===== src/rtl/lcd12864_frame_sequencer.sv =====
// Init/frame byte sequencer feeding the 10-bit SPI writer of a 128x64 ST7565-class LCD.
// Define LCD_AUTO_REFRESH_EN for continuous redraw instead of waiting for Refresh_Req.
module lcd12864_frame_sequencer #(
  parameter logic [23:0] INIT_DELAY = 24'd50000,
  parameter logic [7:0]  CONTRAST   = 8'h28
) (
  input  logic       CLOCK,
  input  logic       RST,
  input  logic       Refresh_Req,
  input  logic       Done_Sig,
  output logic       Start_Sig,
  output logic [9:0] SPI_Data,
  output logic [9:0] Rd_Addr,
  input  logic [7:0] Rd_Data,
  output logic       Busy,
  output logic       Frame_Done
);

  typedef enum logic [2:0] {StWait, StInit, StPageHdr, StFetch, StData, StIdle} state_e;
  // PhTail: Start held one cycle past Done; PhLoad: gap cycle then byte load; PhRun: Start high
  typedef enum logic [1:0] {PhLoad, PhRun, PhTail} phase_e;

  state_e      state_q, state_d;
  phase_e      phase_q, phase_d;
  logic [23:0] delay_cnt_q, delay_cnt_d;
  logic [2:0]  idx_q, idx_d;
  logic [2:0]  page_q, page_d;
  logic [6:0]  col_q, col_d;
  logic        start_q, start_d;
  logic [9:0]  spi_data_q, spi_data_d;
  logic [9:0]  rd_addr_q, rd_addr_d;
  logic        frame_done_q, frame_done_d;

  logic [7:0]  init_byte;
  logic [7:0]  hdr_byte;
  logic [7:0]  cmd_byte;
  logic        byte_done;

  always_comb begin
    unique case (idx_q)
      3'd0:    init_byte = 8'hE2;
      3'd1:    init_byte = 8'hA2;
      3'd2:    init_byte = 8'hA0;
      3'd3:    init_byte = 8'hC8;
      3'd4:    init_byte = 8'h2F;
      3'd5:    init_byte = 8'h81;
      3'd6:    init_byte = CONTRAST;
      default: init_byte = 8'hAF;
    endcase
  end

  always_comb begin
    unique case (idx_q)
      3'd0:    hdr_byte = {5'b1011_0, page_q};
      3'd1:    hdr_byte = 8'h10;
      default: hdr_byte = 8'h00;
    endcase
  end

  assign cmd_byte  = (state_q == StInit) ? init_byte : hdr_byte;
  // Done only counts while the writer is actually enabled.
  assign byte_done = start_q && Done_Sig && (phase_q == PhRun);

  always_comb begin
    state_d      = state_q;
    phase_d      = phase_q;
    delay_cnt_d  = delay_cnt_q;
    idx_d        = idx_q;
    page_d       = page_q;
    col_d        = col_q;
    start_d      = start_q;
    spi_data_d   = spi_data_q;
    rd_addr_d    = rd_addr_q;
    frame_done_d = 1'b0;

    unique case (state_q)
      StWait: begin
        if (delay_cnt_q == INIT_DELAY - 24'd1) begin
          state_d = StInit;
          phase_d = PhLoad;
          idx_d   = 3'd0;
        end else begin
          delay_cnt_d = delay_cnt_q + 24'd1;
        end
      end

      StInit, StPageHdr: begin
        unique case (phase_q)
          PhTail: begin
            start_d = 1'b0;
            phase_d = PhLoad;
          end
          PhLoad: begin
            spi_data_d = {2'b00, cmd_byte};
            phase_d    = PhRun;
          end
          default: begin
            start_d = 1'b1;
            if (byte_done) begin
              phase_d = PhTail;
              if (state_q == StInit) begin
                if (idx_q == 3'd7) begin
                  state_d = StPageHdr;
                  idx_d   = 3'd0;
                  page_d  = 3'd0;
                end else begin
                  idx_d = idx_q + 3'd1;
                end
              end else if (idx_q == 3'd2) begin
                state_d   = StFetch;
                col_d     = 7'd0;
                rd_addr_d = {page_q, 7'd0};
              end else begin
                idx_d = idx_q + 3'd1;
              end
            end
          end
        endcase
      end

      StFetch: begin
        if (phase_q == PhTail) begin
          // Rd_Addr changed on entry; this cycle is both the Start tail and the read latency.
          start_d = 1'b0;
          phase_d = PhLoad;
        end else begin
          spi_data_d = {2'b01, Rd_Data};
          state_d    = StData;
          phase_d    = PhRun;
        end
      end

      StData: begin
        start_d = 1'b1;
        if (byte_done) begin
          phase_d = PhTail;
          if (col_q != 7'd127) begin
            col_d     = col_q + 7'd1;
            rd_addr_d = {page_q, col_q + 7'd1};
            state_d   = StFetch;
          end else if (page_q != 3'd7) begin
            page_d  = page_q + 3'd1;
            idx_d   = 3'd0;
            state_d = StPageHdr;
          end else begin
            frame_done_d = 1'b1;
`ifdef LCD_AUTO_REFRESH_EN
            page_d  = 3'd0;
            idx_d   = 3'd0;
            state_d = StPageHdr;
`else
            state_d = StIdle;
`endif
          end
        end
      end

      StIdle: begin
        start_d    = 1'b0;
        spi_data_d = 10'h300;
        phase_d    = PhLoad;
        if (Refresh_Req) begin
          page_d  = 3'd0;
          idx_d   = 3'd0;
          state_d = StPageHdr;
        end
      end

      default: state_d = StWait;
    endcase
  end

  always_ff @(posedge CLOCK) begin
    if (RST) begin
      state_q      <= StWait;
      phase_q      <= PhLoad;
      delay_cnt_q  <= 24'd0;
      idx_q        <= 3'd0;
      page_q       <= 3'd0;
      col_q        <= 7'd0;
      start_q      <= 1'b0;
      spi_data_q   <= 10'h300;
      rd_addr_q    <= 10'd0;
      frame_done_q <= 1'b0;
    end else begin
      state_q      <= state_d;
      phase_q      <= phase_d;
      delay_cnt_q  <= delay_cnt_d;
      idx_q        <= idx_d;
      page_q       <= page_d;
      col_q        <= col_d;
      start_q      <= start_d;
      spi_data_q   <= spi_data_d;
      rd_addr_q    <= rd_addr_d;
      frame_done_q <= frame_done_d;
    end
  end

  assign Start_Sig  = start_q;
  assign SPI_Data   = spi_data_q;
  assign Rd_Addr    = rd_addr_q;
  assign Frame_Done = frame_done_q;
  assign Busy       = (state_q != StIdle);

endmodule


===== config.mk =====
export PLATFORM = sky130hd
export DESIGN_NAME = lcd12864_frame_sequencer
export DESIGN_NICKNAME = d
export VERILOG_FILES = /design/src/rtl/lcd12864_frame_sequencer.sv
export SDC_FILE = /design/constraint.sdc
export NUM_CORES = 1
export LEC_CHECK = 0
export BUFFER_PORTS_ARGS = -buffer_cell sky130_fd_sc_hd__clkbuf_2
export CAP_MARGIN = 20
export CORE_MARGIN = 5
export CORE_UTILIZATION = 50
export DETAILED_ROUTE_END_ITERATION = 10
export GPL_ROUTABILITY_DRIVEN = 0
export PLACE_DENSITY = 0.69
export SETUP_SLACK_MARGIN = 0.2
export SLEW_MARGIN = 20
export SYNTH_ARGS = -nofsm -noshare
export SYNTH_HDL_FRONTEND = slang
export SYNTH_SLANG_ARGS = --single-unit

===== constraint.sdc =====
create_clock -name CLOCK -period 2.7 [get_ports CLOCK]
set_input_delay 0.27 -clock CLOCK [delete_from_list [all_inputs] [get_ports CLOCK]]
set_output_delay 0.27 -clock CLOCK [all_outputs]
set_load 0.05 [all_outputs]

==> reports/metrics.yaml <==
run_status:
  run_status: "complete, no violations"
timing:
  layout_worst_path_cycle_share: 0.8145
  fin_hold_ws_ns: 0.2596
  timing.final.max_slew_violations: 0
  max_slew.worst_pin.slew_ns: 0.7438
  final.setup.worst_slack_ns: 0.5008
  hold_violations: 0
  grt_setup_unrepaired: "false"
  clock_skew_ns: 0.009573
  fin_crit_ns: 2.199
  setup-tns-final_ns: 0
  max-slew-margin-rel: 0.5031
  setup_viol: 0
  achievable-frequency_mhz: 454.7
critical_path:
  cp.buffers_inverters: 0
  cp_num_cells: 5
  wp_data_arrival_ns: 2.44
  timing.critical_path.slowest_cell_delay_ns: 0.74
  reg2reg_slack_ns: 0.50
  critPathLaunchType: "flop"
  worst_r2r_path_depth: 5
  critical-path-top-delay-family: "simple AND/OR/NAND/NOR gates"
  crit_path_cell_trace: "and2b_1, nor2_1, o311ai_1, or3_4, mux2_4"
  timing.critical_path.required_ns: 2.94
  worst-setup-path-type: "reg2reg"
  worst_path_max_delay_cell: "dfxtp_1"
  worst_setup_path_end_kind: "flop"
  worst-path-max-fanout: 21
clock_network:
  clk_pin_slew_ns: 0.07
  tritoncts_clock_tree: "done"
  clk_path_buf_depth: 2
  cts_resized: 0
  tritoncts.num_buffers: 9
  cts-htree-levels: 3
  cts_setup_buffers: 0
  clkSinkCount: 57
  clock-root-buffer: "clkbuf_8"
  clk_latency_worst_skew_pair_ns: 0.35
  hold_buf_cts: 0
drt:
  drc: 0
  drt_iter0_markers: 231
  firstDrtPassIters: 4
  postRouteAntennaNets: 0
  wirelength_um: 7988
  wl_per_cell_um: 15.57
  route.vias.total: 3038
  avgViaCountPerCell: 5.922
finish:
  multi_input_comb_area_mm2: 0.002067
  fin_nets: 453
  antenna-diode-count: 0
  seqCellArea_mm2: 0.001141
  fillerInstances: 570
  final_layout_size_suffix_gt1_frac: 0.1674
  finish.cell_count_without_fillers: 513
  syn2layout_area_growth_pct: 13.18
global_routing:
  globalRoute.totalOverflow: 0
  grt.total_usage: 0.1977
  grt_max_degree: 32
  grt_pass1_wl_um: 13610
  grt_antenna_before_repair: 0
  first_global_vias: 2804
power_and_ir_drop:
  power.total_mw: 1.822
  vdd.ir_drop.worst_mv: 0.3237
  power_density_mw_per_mm2: 480.3
  power_leakage_nw: 1.572
placed_design:
  pre_cts_ws_ns: 0.5633
  placedCellCount: 497
  dp_hpwl_um: 5658
  io_buffer_count: 34
floorplan:
  rows: 29
  core_region_area_mm2: 0.006422
  die_height_um: 91.88
  ios: 35
  floorplan.die.width_um: 91.88
  initial_core_util: 0.5219
  dieArea_mm2: 0.008441
logic_synthesis:
  synth_area_per_cell_um2: 8.359
  synth_largest_area_cell: "dfxtp_1"
  ys_seq_elements: 57
  async_flop_share: 0
  synth_area_mm2: 0.003352
  synth.yosys.seq_area_share: 0.3404
  yosys_warnings: 0
  synth_cells: 401
  synth_top_cells_by_area: "dfxtp_1 34%, nor2_1 5.2%, xor2_1 5.0%, nand2_1 4.3%, ha_1 3.7%"
  post-synth-top-area-fraction: 0.3404
  number_of_flops_mapped_to_enable_cells_by_yosys: 0
  postSynthNetCount: 423
  synth-main-ff-cell: "dfxtp_1"
  yosysUniqueCellTypes: 70
hold_path:
  worst_hold_path_type: "in2reg"
  holdPathStages: 3
run:
  drv.max_cap_violation_count: 0
## Yosys cell counts (all sizes together) (2+ instances only)
library cell / instances
buf: 13
and2: 5
a211o: 2
a221oi: 3
a21oi: 15
dfxtp: 57
nor4: 7
inv: 10
o31ai: 2
o311ai: 2
nor3b: 3
o31a: 3
a211oi: 2
o2111ai: 6
a31oi: 2
a32o: 2
o211a: 2
clkbuf: 9
and4: 8
o21a: 4
nor3: 15
nand3b: 3
nand4b: 2
nor2: 46
o211ai: 8
and2b: 2
ha: 10
xnor2: 3
nand3: 12
nor2b: 8
mux2i: 9
a32oi: 2
nand2: 39
nand4: 8
nand2b: 3
mux2: 2
and3: 9
o21ai: 25
or3: 3
xor2: 19
## layer usage
layer	global-route usage	part of all wire
met5	0	0
met4	0.07673	0.014
met3	0.05074	0.062
met2	0.2932	0.43
met1	0.2748	0.50
## sequential cells by signal, indices dropped and copies added (netlist names)
signal,count
Rd_Addr,4
Frame_Done,1
Start_Sig,1
SPI_Data,10
state_q,3
col_q,6
phase_q,2
page_q,3
idx_q,3
delay_cnt_q,24
## per-stage QoR
stage / instance area (um^2) / utilization
detailed placement: 3565 / 0.5550
floorplan: 3352 / -
global route: 3794 / 0.5907
finish: 3794 / 0.5907
CTS: 3794 / 0.5907
global placement: 3565 / 0.5550
## final cells by class
cell class              count  area share
clock inverters             5     0.02045
inverters                  10    0.009894
clock buffers              11     0.03991
flip-flops and latches     57      0.3008
repair buffers             41     0.05871
well taps                  77     0.02540
multi-input cells         312      0.5449
## worst register-to-register path: cells and delay by family, from the launching register on
kind	cells	cell delay, ns
compound gates	1	0.14
flops	1	0.74
simple gates	3	0.90
mux	1	0.30
## report_power, final
| group | total (mW) | switching, mW | internal, mW |
|---|---|---|---|
| Combinational | 0.0467 | 0.0311 | 0.0156 |
| Sequential | 0.852 | 0.00614 | 0.846 |
| Clock | 0.923 | 0.357 | 0.566 |
## kinds of logic after synthesis
group	count (synthesis)	share of synthesized area
AOI/OAI and AO/OA	90	0.1952
xor gates and xnor gates	22	0.05749
adders and majority gates	10	0.03733
buffers and inverters	32	0.04293
DFF	57	0.3404
muxes	11	0.03471
and+or+nand+nor	179	0.2919
## path summary, 6_finish.rpt
| path | startpoint | end |
|---|---|---|
| min reg2reg | SPI_Data[6] | SPI_Data[6] |
| max | state_q[2] | page_q[0] |
| min | Done_Sig | Frame_Done |
| max reg2reg | state_q[2] | page_q[0] |
## cells in the final DEF, fill, tap and decap left out, types with 4 or more instances in the layout
cell	synthesis	final
dfxtp_1	57	57
nor2_1	46	46
nand2_1	38	38
clkbuf_2	0	34
o21ai_0	21	21
xor2_1	19	19
a21oi_1	15	15
nor3_1	15	15
nand3_1	12	12
clkbuf_8	0	11
inv_1	10	10
ha_1	10	10
and3_1	9	9
mux2i_1	9	9
nor2b_1	8	8
and4_1	8	8
o211ai_1	8	8
buf_4	1	7
nor4_1	6	6
nand4_1	6	6
o2111ai_1	6	6
and2_1	5	5
o21a_1	4	4
(Power assumes the default switching activity.)
